==> src/rtl/alu_pipe_pkg.sv <==
`default_nettype none
// ============================================================================
// Module   : alu_pipe_pkg
// Purpose  : Shared definitions for the alu_pipe slice: the 4-bit FuncCode
//            enumeration and the signed-overflow helpers used by the core.
// Contents : func_e  - operation encodings 0..15
//            ovf_add - overflow of A+B from the operand/result sign bits
//            ovf_sub - overflow of A-B from the operand/result sign bits
// Revision : 1.0 - initial release
// ============================================================================
package alu_pipe_pkg;

    typedef enum logic [3:0] {
        ADD  = 4'd0,
        SUB  = 4'd1,
        ID   = 4'd2,
        NOT  = 4'd3,
        AND  = 4'd4,
        OR   = 4'd5,
        NAND = 4'd6,
        NOR  = 4'd7,
        XOR  = 4'd8,
        XNOR = 4'd9,
        LLS  = 4'd10,
        LRS  = 4'd11,
        ALS  = 4'd12,
        ARS  = 4'd13,
        TCP  = 4'd14,
        ZERO = 4'd15
    } func_e;

    // Arguments are sign bits: a/b are the operand MSBs, s the result MSB.
    // Width-independent, so one helper serves every DATA_W.
    function automatic logic ovf_add(input logic a, input logic b, input logic s);
        return (a == b) && (s != a);
    endfunction

    function automatic logic ovf_sub(input logic a, input logic b, input logic s);
        return (a != b) && (s != a);
    endfunction

endpackage
`default_nettype wire

==> src/rtl/alu_pipe_core.sv <==
`default_nettype none
// ============================================================================
// Module   : alu_pipe_core
// Purpose  : Purely combinational ALU datapath: (a, b, func) -> (c, ovf).
//            Shift codes take their amount from b[SHAMT_W-1:0].
// Ports    : a, b  in  DATA_W  operands
//            func  in  func_e  operation
//            c     out DATA_W  result
//            ovf   out 1       signed overflow (ADD, SUB, TCP only)
// Revision : 1.0 - initial release
// ============================================================================
module alu_pipe_core
    import alu_pipe_pkg::*;
#(
    parameter int DATA_W = 16
) (
    input  logic [DATA_W-1:0] a,
    input  logic [DATA_W-1:0] b,
    input  func_e             func,
    output logic [DATA_W-1:0] c,
    output logic              ovf
);

    localparam int                SHAMT_W   = $clog2(DATA_W);
    localparam logic [DATA_W-1:0] C_MIN_NEG = {1'b1, {(DATA_W-1){1'b0}}};

    logic [SHAMT_W-1:0] w_sh;
    logic [DATA_W-1:0]  w_sum;
    logic [DATA_W-1:0]  w_diff;

    // Only the low bits of B select the shift amount; upper bits are ignored.
    assign w_sh   = b[SHAMT_W-1:0];
    assign w_sum  = a + b;
    assign w_diff = a - b;

    always_comb begin
        c   = '0;
        ovf = 1'b0;
        case (func)
            ADD: begin
                c   = w_sum;
                ovf = ovf_add(a[DATA_W-1], b[DATA_W-1], w_sum[DATA_W-1]);
            end
            SUB: begin
                c   = w_diff;
                ovf = ovf_sub(a[DATA_W-1], b[DATA_W-1], w_diff[DATA_W-1]);
            end
            ID:   c = a;
            NOT:  c = ~a;
            AND:  c = a & b;
            OR:   c = a | b;
            NAND: c = ~(a & b);
            NOR:  c = ~(a | b);
            XOR:  c = a ^ b;
            XNOR: c = ~(a ^ b);
            LLS,
            ALS:  c = a << w_sh;
            LRS:  c = a >> w_sh;
            ARS:  c = $unsigned($signed(a) >>> w_sh);
            TCP: begin
                // Negating the most negative value wraps back onto itself.
                c   = '0 - a;
                ovf = (a == C_MIN_NEG);
            end
            ZERO: c = '0;
            default: begin
                c   = '0;
                ovf = 1'b0;
            end
        endcase
    end

endmodule
`default_nettype wire

==> src/rtl/alu_pipe.sv <==
`default_nettype none
// ============================================================================
// Module   : alu_pipe
// Purpose  : Two-stage pipelined ALU with valid/ready handshakes on both
//            sides. S1 registers operands; S2 registers the core result.
//            Downstream stalls propagate back combinationally (no skid).
// Ports    : clk, reset (async, active-high)
//            in_valid/in_ready/in_a/in_b/in_func    operand beat
//            out_valid/out_ready/out_c/out_ovf      result beat
//            ovf_clear/ovf_sticky                   only with the macro below
// Config   : `define ALU_PIPE_STICKY_OVF_EN adds a sticky overflow flag that
//            sets on any output transfer with out_ovf=1 and clears on
//            ovf_clear (set wins over a same-cycle clear).
// Revision : 1.0 - initial release
// ============================================================================
module alu_pipe
    import alu_pipe_pkg::*;
#(
    parameter int DATA_W = 16
) (
    input  logic              clk,
    input  logic              reset,
    input  logic              in_valid,
    output logic              in_ready,
    input  logic [DATA_W-1:0] in_a,
    input  logic [DATA_W-1:0] in_b,
    input  logic [3:0]        in_func,
    output logic              out_valid,
    input  logic              out_ready,
    output logic [DATA_W-1:0] out_c,
    output logic              out_ovf
`ifdef ALU_PIPE_STICKY_OVF_EN
    ,
    input  logic              ovf_clear,
    output logic              ovf_sticky
`endif
);

    logic              r_s1_valid;
    logic [DATA_W-1:0] r_s1_a;
    logic [DATA_W-1:0] r_s1_b;
    func_e             r_s1_func;

    logic              w_s2_adv;
    logic              w_s1_adv;
    logic [DATA_W-1:0] w_c;
    logic              w_ovf;

    // A stage may load whenever its downstream neighbour will be free by the
    // next edge; the chain reaches in_ready in the same cycle.
    assign w_s2_adv = !out_valid || out_ready;
    assign w_s1_adv = !r_s1_valid || w_s2_adv;
    assign in_ready = w_s1_adv;

    always_ff @(posedge clk or posedge reset) begin
        if (reset) begin
            r_s1_valid <= 1'b0;
            r_s1_a     <= '0;
            r_s1_b     <= '0;
            r_s1_func  <= ADD;
        end else if (w_s1_adv) begin
            r_s1_valid <= in_valid;
            if (in_valid) begin
                r_s1_a    <= in_a;
                r_s1_b    <= in_b;
                r_s1_func <= func_e'(in_func);
            end
        end
    end

    alu_pipe_core #(
        .DATA_W (DATA_W)
    ) u_core (
        .a    (r_s1_a),
        .b    (r_s1_b),
        .func (r_s1_func),
        .c    (w_c),
        .ovf  (w_ovf)
    );

    // Result registers only load on a real beat, so bubbles keep the last value.
    always_ff @(posedge clk or posedge reset) begin
        if (reset) begin
            out_valid <= 1'b0;
            out_c     <= '0;
            out_ovf   <= 1'b0;
        end else if (w_s2_adv) begin
            out_valid <= r_s1_valid;
            if (r_s1_valid) begin
                out_c   <= w_c;
                out_ovf <= w_ovf;
            end
        end
    end

`ifdef ALU_PIPE_STICKY_OVF_EN
    always_ff @(posedge clk or posedge reset) begin
        if (reset) begin
            ovf_sticky <= 1'b0;
        end else if (out_valid && out_ready && out_ovf) begin
            ovf_sticky <= 1'b1;
        end else if (ovf_clear) begin
            ovf_sticky <= 1'b0;
        end
    end
`endif

endmodule
`default_nettype wire

==> config.mk <==
export PLATFORM = sky130hd
export DESIGN_NAME = alu_pipe
export DESIGN_NICKNAME = d
export VERILOG_FILES = /design/src/rtl/alu_pipe_pkg.sv /design/src/rtl/alu_pipe_core.sv /design/src/rtl/alu_pipe.sv
export SDC_FILE = /design/constraint.sdc
export NUM_CORES = 1
export LEC_CHECK = 0
export CAP_MARGIN = 20
export CORE_ASPECT_RATIO = 0.9
export CORE_UTILIZATION = 40
export CTS_BUF_LIST = sky130_fd_sc_hd__clkbuf_8
export DETAILED_ROUTE_END_ITERATION = 8
export HOLD_SLACK_MARGIN = 0.06
export MAX_ROUTING_LAYER = met4
export PLACE_DENSITY = 0.62
export SLEW_MARGIN = 30
export SYNTH_ARGS = -nofsm -noshare
export SYNTH_HDL_FRONTEND = slang
export SYNTH_HIERARCHICAL = 1
export SYNTH_SLANG_ARGS = --single-unit
==> constraint.sdc <==
create_clock -name clk -period 3.38 [get_ports clk]
set_clock_uncertainty 0.1 [all_clocks]
set_input_delay 0.338 -clock clk [delete_from_list [all_inputs] [get_ports clk]]
set_output_delay 0.338 -clock clk [all_outputs]
set_load 0.03 [all_outputs]
======== Word-level counts from Yosys, hierarchy flattened ========
Index checks and enable logic that the tools add are counted.
storage, ports and cells
  ROM bits ................................ 0
  RAM bits ................................ 0
  bits in registers ....................... 55
  latch bits .............................. 0
  input bits .............................. 40
  memories ................................ 0
  word-level logic and storage cells ...... 52
  output and inout bits ................... 19
cells by class
  shift-type cells ........................ 3
  $lt $le $gt $ge ......................... 0
  add/subtract/negate cells ............... 3
  multipliers ............................. 0
  div/mod/pow operators ................... 0
  reduce and logical (&&, ||, !) cells .... 10
  mux-type cells .......................... 2
  bitwise logic cells ..................... 7
  equal/unequal tests ..................... 20
operator list
  cell                   count
  $pmux 16 s15           1
  $not 16->16            4
  $eq 4x4->1 const B     8
  $add 16x16->16         1
  $and 16x16->16         1
  $eq 16x16->1 const B   1
  $eq 4x3->1 const B     4
  $or 16x16->16          1
  $shl 16x4->16          1
  $shr 16x4->16          1
  $sshr 16x4->16         1
  $sub 1x16->16 const A  1
  $sub 16x16->16         1
  $xor 16x16->16         1
  $eq 4x2->1 const B     2
  $eq 4x1->1 const B     1
  $logic_not 4->1        1
  $reduce_and 2->1       2
  $ne 1x1->1             3
  $pmux 1 s3             1
  $logic_and 1x1->1      2
  $logic_not 1->1        2
  $logic_or 1x1->1       2
  $reduce_or 2->1        1
  $eq 1x1->1             1

======== Depth between registers and ports, before layout ========
Gate-level depths: netlist of run 1.
  depth in word-level cells ............... 4
  gate-level depth with buffers ........... 12
  mapped depth without buffers ............ 11

======== Modules after synthesis ========
The synthesis of run 1 kept the hierarchy.
by module, submodules not included
  module         cells an instance  area each (µm²)  instances  seq. area each (µm²)
  alu_pipe_core  765                5,078.6          1          0.0
  alu_pipe       119                2,188.3          1          1,376.3

======== Worst setup path before layout of run 1 ========
No wires, ideal clock.
  path type ............................... register to register
  from .................................... register r_s1_b[1]
  to ...................................... register out_c[13]
  period minus slack after synthesis ...... 3.487 ns
  required time ........................... 3.155 ns
  data arrival time ....................... 3.263 ns
  stages on the path, launching flop included .. 12
  path slack .............................. -0.107 ns
  library setup time ...................... 0.125 ns
  buffers on the path ..................... 2
  cells stage by stage .................... dfrtp_1 > buf_2 > buf_2 > clkinv_1 > ha_1 > nor2_1 > o311a_1 > o31a_1 > o41ai_1 > mux2_2 > a221o_1 > mux2_2
on the way
  word-level cells in the longest chain between the ends .. 2
  elaborated cells on any way between the ends .. 6
  classes of those cells .................. add/sub (2); shift (3); mux (1)
ends and longest elaborated chain
  what                                          RTL line             source
  start, declared                               alu_pipe.sv:41       logic [DATA_W-1:0] r_s1_b;
  start signal, assigned                        alu_pipe.sv:65       r_s1_b <= in_b;
  $sub 16x16->16, or another cell as far along  alu_pipe_core.sv:34  assign w_diff = a - b;
  $pmux 16 s15 (*)                              alu_pipe_core.sv:39  case (func)
  via w_c[13]                                   alu_pipe.sv:46       logic [DATA_W-1:0] w_c;
  end signal, assigned                          alu_pipe.sv:90       out_c <= w_c;
  end, declared                                 alu_pipe.sv:30       output logic [DATA_W-1:0] out_c,
The timed path passes the listed nets; every way through them passes the cells marked *.
A chain may end at the register's enable or synchronous reset.

======== Final worst setup path of run 1 ========
Ends and elaborated chain as after synthesis.

==> impl_metrics.tcl, run 1 <==
set metrics [dict create \
    antenna_found_initial 0 \
    grt.overflow.total 0 \
    cts_root_buffer "clkbuf_8" \
    period_share 0.970 \
    p_comb_frac 0.707 \
    r2r_setup_slack_ns 0.10 \
    post_cts_buffers 0 \
    p_int_mw 2.37 \
    synth.area.top_cells "dfrtp_1, ha_1, mux2_2" \
    fmax_mhz 305 \
    p_leak_nw 3.62 \
    final_hold_viol_count 0 \
    num_vias 7437 \
    syn-instance-count 884 \
    io_pins 59 \
    powerDensity_nw_per_um2 543 \
    switching_share 0.488 \
    synth_nets 975 \
    synthArstFlopShare 1.00 \
    synth_area_per_cell_sq_um 8.22 \
    hold_class "in2async" \
    power_frac_clock 0.085 \
    ir_worst_vdd_mv 0.353 \
    ctsHoldBuffers 0 \
    cp-end-kind "register" \
    fin_nets 1043 \
    tns_ns 0 \
    grt_pass1_wl_microns 40400 \
    period_minus_slack_ns 3.28 \
    yosysMostFrequentCell "nor2_1" \
    clock_sinks 55 \
    synth_cell_types 80 \
    grt_max_degree 45 \
    track_usage 0.294 \
    grt_pass1_vias 6893 \
    area_growth_pct 17.2 \
    seqPwrFrac 0.208 \
    rsz0062_at_grt "false" \
    synth_top_cell_by_area "dfrtp_1" \
    start_util 0.410 \
    ant_nets 0 \
    die_h_microns 130 \
    whs_ns 0.247 \
    std_cell_rows 46 \
    slew_violations 0 \
    path_max_fanout 5 \
    clk_path_buf_depth 2 \
    clk_pin_slew_worst_paths_ns 0.10 \
    coreArea_sq_um 17700 \
    io_buffers 58 \
    drt_pass1_iterations 5 \
    finalSetupViolCount 0 \
    tightestPinTransition_ns 0.751 \
    yosysSeqAreaShare 0.189 \
    wirelength_microns 26100 \
    drive_gt1_frac 0.195 \
    drv_cap 0 \
    die-area_sq_um 18700 \
    crit_arrival_ns 3.40 \
    drt_iter0_drc 745 \
    via_per_inst 6.24 \
    syn-cell-area_sq_um 7270 \
    htreeDepth 2 \
    status "finished, final reports clean" \
    synth_top_flop_cell "dfrtp_1" \
    yosysWarnings 6 \
    synth_top_area_frac 0.189 \
    relSlewSlack 0.496 \
    wl_per_cell_microns 21.9 \
    cts-resized-gates 1 \
    clkLatencyLatePin_ns 0.34 \
    p_switching_mw 2.26 \
    synthTopCellsByCount "nor2_1, a21oi_1, clkbuf_1" \
    required_ns 3.51 \
    drc 0 \
    start_kind "register" \
    hpwl_microns 20100 \
    cts_tree "done" \
    die_w_microns 144 \
    path_class "reg2reg" \
    synth-edff-count 0 \
    synth_seq_cells 55 \
    antenna_cells 0 \
    cts_buffers 5 \
    place.gp.congestion 1.00 \
]
-- stage by stage --
step,area (sq um),total power [mW],std cells,util,setup WS (ns)
after floorplan,7270,3.06,884,-,0.0151
after global placement,8410,4.15,1185,0.474,0.0613
after detailed placement,8410,4.15,1185,0.474,0.0234
after CTS,8510,4.57,1192,0.480,0.163
after global routing,8520,4.90,1192,0.480,0.0109
final,8520,4.62,1192,0.480,0.102
-- power groups by stage --
stage / registers, mW / clock network [mW] / logic, mW
3_5_place_dp: 0.973 / 0 / 3.18
6_report: 0.960 / 0.393 / 3.27
5_1_grt: 0.985 / 0.433 / 3.48
3_3_place_gp: 0.969 / 0 / 3.19
2_1_floorplan: 1.13 / 0 / 1.93
4_1_cts: 0.961 / 0.411 / 3.20
-- logic make-up after synthesis --
logic type,count (synthesis),synth area share
flops,55,0.189
fa+ha+maj,51,0.0899
simple gates,252,0.172
compound gates,280,0.269
mux,94,0.173
buf+inv,129,0.0768
xor+xnor,23,0.0288
-- layout make-up --
| cell class | count | area [sq um] |
|---|---|---|
| timing repair buffer | 139 | 1200 |
| clock buffer | 6 | 82.6 |
| fill | 1812 | 9210 |
| clock inverter | 1 | 5.00 |
| multi-input combinational | 700 | 5360 |
| tap | 240 | 300 |
| inverter | 51 | 193 |
| sequential | 55 | 1380 |
-- routing by layer --
layer	wire (microns)	global-route usage	vias up	part of all wire
li1	-	-	3420	-
met1	11600	0.407	3555	0.45
met2	11400	0.441	396	0.44
met3	2160	0.0385	66	0.083
met4	903	0.0982	0	0.035
met5	0	-	-	0
-- critical path, stage by stage, from the launching register on --
cell,delay (ns)
dfrtp_2,0.44
clkinv_2,0.12
ha_1,0.34
a211oi_1,0.30
o21bai_1,0.21
o211ai_1,0.37
a31oi_1,0.20
a31o_2,0.30
mux2_2,0.26
a221o_1,0.29
mux2_2,0.26
-- sequential cells by signal, indices dropped and copies added (netlist names) --
register	flops
r_s1_valid	1
out_ovf	1
r_s1_b	16
r_s1_func	4
out_valid	1
r_s1_a	16
out_c	16
-- cell usage in the layout (no fill, tap or decap), types with 5 or more instances in the layout --
| cell type | instances |
|---|---|
| clkbuf_8 | 6 |
| or3_1 | 7 |
| nand3_1 | 11 |
| and3_1 | 5 |
| nor4_1 | 5 |
| mux2i_1 | 19 |
| a221oi_1 | 5 |
| a22oi_1 | 15 |
| a21o_1 | 8 |
| ha_1 | 49 |
| a211oi_1 | 11 |
| a31oi_1 | 9 |
| nor3b_1 | 5 |
| xor2_1 | 5 |
| nand2b_1 | 15 |
| o31ai_1 | 10 |
| nor2_1 | 93 |
| mux2_2 | 41 |
| o211ai_1 | 17 |
| a211o_1 | 9 |
| inv_1 | 48 |
| a221o_1 | 7 |
| xnor2_1 | 17 |
| buf_4 | 80 |
| clkdlybuf4s50_1 | 58 |
| nand2_1 | 55 |
| o22ai_1 | 22 |
| dfrtp_1 | 54 |
| a2bb2oi_1 | 5 |
| mux2_4 | 21 |
| nor2b_1 | 10 |
| a21oi_1 | 57 |
| mux4_2 | 13 |
| nor3_1 | 21 |
| o221ai_1 | 12 |
| o21ai_0 | 44 |
-- final timing paths --
check	end	from	depth (start not counted)
max	out_c[13]	r_s1_b[1]	10
min	r_s1_b[13]	reset	3
max reg2reg	out_c[13]	r_s1_b[1]	10
min reg2reg	out_c[14]	out_c[14]	1
max in group asynchronous	r_s1_b[1]	reset	3
min in group clk	out_c[14]	out_c[14]	1
Note: power is estimated with default switching activity, not from simulation.
==> run 2: changes to the inputs <==
- ABC_AREA: default -> 1
==> impl_metrics.tcl, run 2 <==
set metrics [dict create \
    fmax_mhz 343 \
    start_util 0.409 \
    antenna_found_initial 0 \
    synth-simple-area-share 0.535 \
    max_stage_delay_ns 0.60 \
    synth.area.top_cells "nand2_1, dfrtp_1, nand3_1" \
    drc 0 \
    syn-cell-area_sq_um 7540 \
    register_area_sq_um 1380 \
    clk_path_buf_depth 2 \
    slew_violations 0 \
    hold_class "reg2reg" \
    hpwl_microns 25800 \
    die_h_microns 132 \
    grt.overflow.total 0 \
    io_pins 59 \
    std_cell_rows 47 \
    area_growth_pct 12.6 \
    place.gp.congestion 1.06 \
    ctsHoldBuffers 0 \
    io_buffers 58 \
    tns_ns 0 \
    cts_tree "done" \
    drive_gt1_frac 0.0610 \
    num_vias 9236 \
    synth_adder_area_share 0.0867 \
    finalInstanceArea_sq_um 8480 \
    clk_pin_slew_worst_paths_ns 0.12 \
    cp-end-kind "register" \
    p_leak_nw 4.40 \
    htreeDepth 2 \
    path_class "reg2reg" \
    mostFrequentLayoutCells "nand2_1, nand3_1, nor2_1" \
    status "finished, final reports clean" \
    start_kind "register" \
    relSlewSlack 0.435 \
    final_core_util 0.461 \
    yosysSeqAreaShare 0.183 \
    syn-instance-count 1328 \
    post_cts_buffers 0 \
    yosysWarnings 6 \
    finalPower_mw 4.50 \
    path_cells "inv_1, ha_1, inv_1, a21oi_1, nand3_1, nand2_1, nand3_1, nand3_1, nand2_1, nor2_1, nand3_1, nand3_1, nand2_1" \
    final_hold_viol_count 0 \
    grt_pass1_vias 8321 \
    via_per_inst 5.69 \
    fin_nets 1467 \
    synth_top_cell_by_area "nand2_1" \
    multi_input_area_sq_um 5380 \
    rsz0062_at_grt "false" \
    period_share 0.863 \
    track_usage 0.346 \
    required_ns 3.53 \
    ir_worst_vdd_mv 0.227 \
    powerDensity_nw_per_um2 530 \
    drt_iter0_drc 1288 \
    cpMaxStageDelayCell "dfrtp_1" \
    cts_buffers 5 \
    crit_top_cell "nand3_1" \
    synth_area_per_cell_sq_um 5.67 \
    cts_root_buffer "clkbuf_8" \
    synth-edff-count 0 \
    grt_max_degree 56 \
    ant_nets 0 \
    fin_ws_ns 0.462 \
    synth_compound_area_frac 0.0837 \
    die_w_microns 147 \
    synth-xor-area-share 0.00814 \
    synth_top_area_frac 0.243 \
    synth_top_flop_cell "dfrtp_1" \
    grt_pass1_wl_microns 49300 \
    fillers 2026 \
    clkLatencyLatePin_ns 0.35 \
    wl_per_cell_microns 20.3 \
    mostFrequentLayoutCell "nand2_1" \
    synth_top_family_by_area "simple AND/OR/NAND/NOR gates" \
    coreArea_sq_um 18400 \
    die-area_sq_um 19400 \
    synth_seq_cells 55 \
    wirelength_microns 32900 \
    drv_cap 0 \
    tightestPinTransition_ns 0.847 \
    antenna_cells 0 \
    path_max_fanout 11 \
    synthArstFlopShare 1.00 \
    cts-resized-gates 0 \
    synth_nets 1419 \
    period_minus_slack_ns 2.92 \
    yosysMostFrequentCell "nand2_1" \
    clock_sinks 55 \
    drt_pass1_iterations 9 \
    synthTopCellsByCount "nand2_1, nand3_1, nor2_1" \
    pre_cts_ws_ns 0.504 \
    crit_arrival_ns 3.06 \
    placedInstanceArea_sq_um 8370 \
    synth_cell_types 44 \
    muxShareOfSynthArea 0 \
    reg_top3 "out_c x16, r_s1_a x16, r_s1_b x16" \
    finalSetupViolCount 0 \
]
## run 2: where the power goes
group,internal [mW],switching (mW),total [mW]
logic,0.957,2.07,3.03
clock network,0.224,0.279,0.504
registers,0.819,0.148,0.966
## run 2: critical path: cells and delay by family, from the launching register on
kind | cells | cell delay [ns]
flops | 1 | 0.60
simple gates | 9 | 0.94
compound gates | 1 | 0.34
buf+inv | 2 | 0.28
fa+ha+maj | 1 | 0.55
## run 2: metrics by stage
stage / hold slack (ns) / instances
2_1_floorplan: 0.362 / 1328
3_3_place_gp: 0.355 / 1614
3_5_place_dp: 0.357 / 1614
4_1_cts: 0.387 / 1622
5_1_grt: 0.410 / 1622
6_report: 0.381 / 1622
## run 2: final cells by class
cell class,instances,share of cell area
multi-input cells,1097,0.634
flip-flops and latches,55,0.162
repair buffers,92,0.0985
inverters,125,0.0553
well taps,245,0.0361
clock buffers,5,0.00811
clock inverters,3,0.00546
## run 2: layer usage
| metal | vias to the layer above | GRT usage | part of all wire |
|---|---|---|---|
| met5 | - | - | 0 |
| met2 | 496 | 0.512 | 0.43 |
| li1 | 4386 | - | - |
| met1 | 4258 | 0.468 | 0.43 |
| met3 | 96 | 0.0498 | 0.094 |
| met4 | 0 | 0.143 | 0.046 |
## run 2: worst paths after layout
| kind | to | startpoint | slack [ns] | cells after the start |
|---|---|---|---|---|
| min | out_c[1] | out_c[1] | 0.38 | 2 |
| min reg2reg | out_c[1] | out_c[1] | 0.38 | 2 |
| max in group asynchronous | r_s1_a[2] | reset | 2.25 | 3 |
| max | out_c[10] | r_s1_a[5] | 0.46 | 13 |
| min in group asynchronous | r_s1_a[11] | reset | 0.42 | 3 |
| max reg2reg | out_c[10] | r_s1_a[5] | 0.46 | 13 |
## run 2: kinds of logic after synthesis
group / Yosys count
fa+ha+maj: 51
simple gates: 927
flops: 55
buf+inv: 176
compound gates: 112
xor+xnor: 7
==> run 3: changes to the inputs <==
--- a/config.mk
+++ b/config.mk
@@ -15,3 +15,3 @@
 export MAX_ROUTING_LAYER = met4
-export PLACE_DENSITY = 0.62
+export PLACE_DENSITY = 0.58
 export SLEW_MARGIN = 30
@@ -21 +21,2 @@
 export SYNTH_SLANG_ARGS = --single-unit
+export TNS_END_PERCENT = 10
--- a/constraint.sdc
+++ b/constraint.sdc
@@ -4,2 +4,2 @@
 set_output_delay 0.338 -clock clk [all_outputs]
-set_load 0.03 [all_outputs]
+set_load 0.01 [all_outputs]
==> impl_metrics.tcl, run 3 (synthesis results as in run 2) <==
set metrics [dict create \
    status "finished, final reports clean" \
    multi_input_area_sq_um 5380 \
    tns_ns 0 \
    ant_nets 0 \
    num_vias 9269 \
    coreArea_sq_um 18400 \
    clock_sinks 55 \
    clk_pin_slew_worst_paths_ns 0.13 \
    grt_pass1_wl_microns 50700 \
    p_leak_nw 4.38 \
    dp.cells 1612 \
    drt_iter0_drc 1206 \
    cpMaxStageDelayCell "dfrtp_1" \
    slew_violations 0 \
    seqPwrFrac 0.228 \
    cts-resized-gates 0 \
    drv_cap 0 \
    cts_tree "done" \
    placedInstanceArea_sq_um 8350 \
    antenna_found_initial 0 \
    cts_root_buffer "clkbuf_8" \
    area_growth_pct 12.1 \
    die_h_microns 132 \
    max_stage_delay_ns 0.64 \
    finalInstanceArea_sq_um 8450 \
    p_comb_frac 0.672 \
    clk_path_buf_depth 2 \
    wl_per_cell_microns 20.8 \
    finalSetupViolCount 0 \
    die_w_microns 147 \
    register_area_sq_um 1380 \
    grt_pass1_vias 8413 \
    grt_max_degree 38 \
    grtUsageMet2 0.525 \
    fin_nets 1465 \
    clkLatencyLatePin_ns 0.35 \
    cp-end-kind "register" \
    crit_top_cell "nand3_1" \
    fillers 2083 \
    start_kind "register" \
    crit_arrival_ns 3.11 \
    fin_cells 1620 \
    tightestPinTransition_ns 0.824 \
    ctsHoldBuffers 0 \
    reg_top3 "out_c x16, r_s1_a x16, r_s1_b x16" \
    finalPower_mw 4.25 \
    powerDensity_nw_per_um2 503 \
    met1_usage 0.485 \
    post_cts_buffers 0 \
    mostFrequentLayoutCells "nand2_1, nand3_1, nor2_1" \
    hold_class "in2async" \
    io_pins 59 \
    power_frac_clock 0.101 \
    antenna_cells 0 \
    required_ns 3.54 \
    start_util 0.409 \
    whs_ns 0.238 \
    period_share 0.873 \
    place.gp.congestion 1.05 \
    track_usage 0.358 \
    final_hold_viol_count 0 \
    fmax_mhz 339 \
    io_buffers 58 \
    htreeDepth 2 \
    drt_pass1_iterations 8 \
    period_minus_slack_ns 2.95 \
    path_class "reg2reg" \
    die-area_sq_um 19400 \
    crit_family "simple AND/OR/NAND/NOR gates" \
    ir_worst_vdd_mv 0.270 \
    drc 0 \
    switching_share 0.550 \
    grt_use_met3 0.0467 \
    p_int_mw 1.91 \
    via_per_inst 5.72 \
    p_switching_mw 2.34 \
    relSlewSlack 0.449 \
    drive_gt1_frac 0.0596 \
    hpwl_microns 26400 \
    grt.overflow.total 0 \
    path_cells "inv_1, ha_1, inv_1, a21oi_1, nand3_1, nand2_1, nand3_1, nand3_1, nand2_1, nor2_1, nand3_1, nand3_1, nand2_1" \
    wirelength_microns 33600 \
    mostFrequentLayoutCell "nand2_1" \
    crit_buf_inv 2 \
    cts_buffers 5 \
    busiest_layer "met2" \
    std_cell_rows 47 \
    rsz0062_at_grt "false" \
    path_max_fanout 11 \
]
run 3: changes by cell type in the layout (fill, tap and decap cells not counted), sizes merged:
| cell | change |
|---|---|
| buf | -2 |
| bufinv | -1 |
| clkinv | +1 |
run 3: tightest hold or removal path, delay by kind of cell:
kind | cells | cell delay [ns]
buffers and inverters | 3 | 0.77
run 3: power by group through the flow:
stage / registers (mW) / logic, mW / clock network (mW)
6_report: 0.968 / 2.85 / 0.429
5_1_grt: 0.986 / 3.11 / 0.463
4_1_cts: 0.970 / 2.78 / 0.439
3_5_place_dp: 0.983 / 2.77 / 0
3_3_place_gp: 0.979 / 2.79 / 0
2_1_floorplan: 1.01 / 1.73 / 0
run 3: layout make-up:
| class | instances | area share |
|---|---|---|
| inverter | 125 | 0.0555 |
| clock inverter | 3 | 0.00326 |
| sequential | 55 | 0.163 |
| multi-input combinational | 1097 | 0.637 |
| timing repair buffer | 90 | 0.0972 |
| clock buffer | 5 | 0.00815 |
| tap | 245 | 0.0363 |
run 3: routing by layer:
layer  part of all wire  vias up
li1                   -     4388
met1               0.43     4245
met2               0.43      541
met3              0.094       95
met4              0.049        0
met5                  0        -
run 3: final timing paths:
check	depth (start not counted)	start	endpoint	slack [ns]
worst min-delay path	3	reset	r_s1_valid	0.24
worst min register to register	2	out_c[2]	out_c[2]	0.38
min in group clk	2	out_c[2]	out_c[2]	0.38
worst max-delay path	13	r_s1_a[5]	out_c[10]	0.43
worst max register to register	13	r_s1_a[5]	out_c[10]	0.43
max in group asynchronous	3	reset	r_s1_a[6]	2.52
run 3: per-stage QoR:
| stage | utilization | worst slack [ns] |
|---|---|---|
| 2_1_floorplan | - | 0.879 |
| 3_3_place_gp | 0.454 | 0.386 |
| 3_5_place_dp | 0.454 | 0.449 |
| 4_1_cts | 0.459 | 0.445 |
| 5_1_grt | 0.459 | 0.135 |
| 6_report | 0.459 | 0.430 |
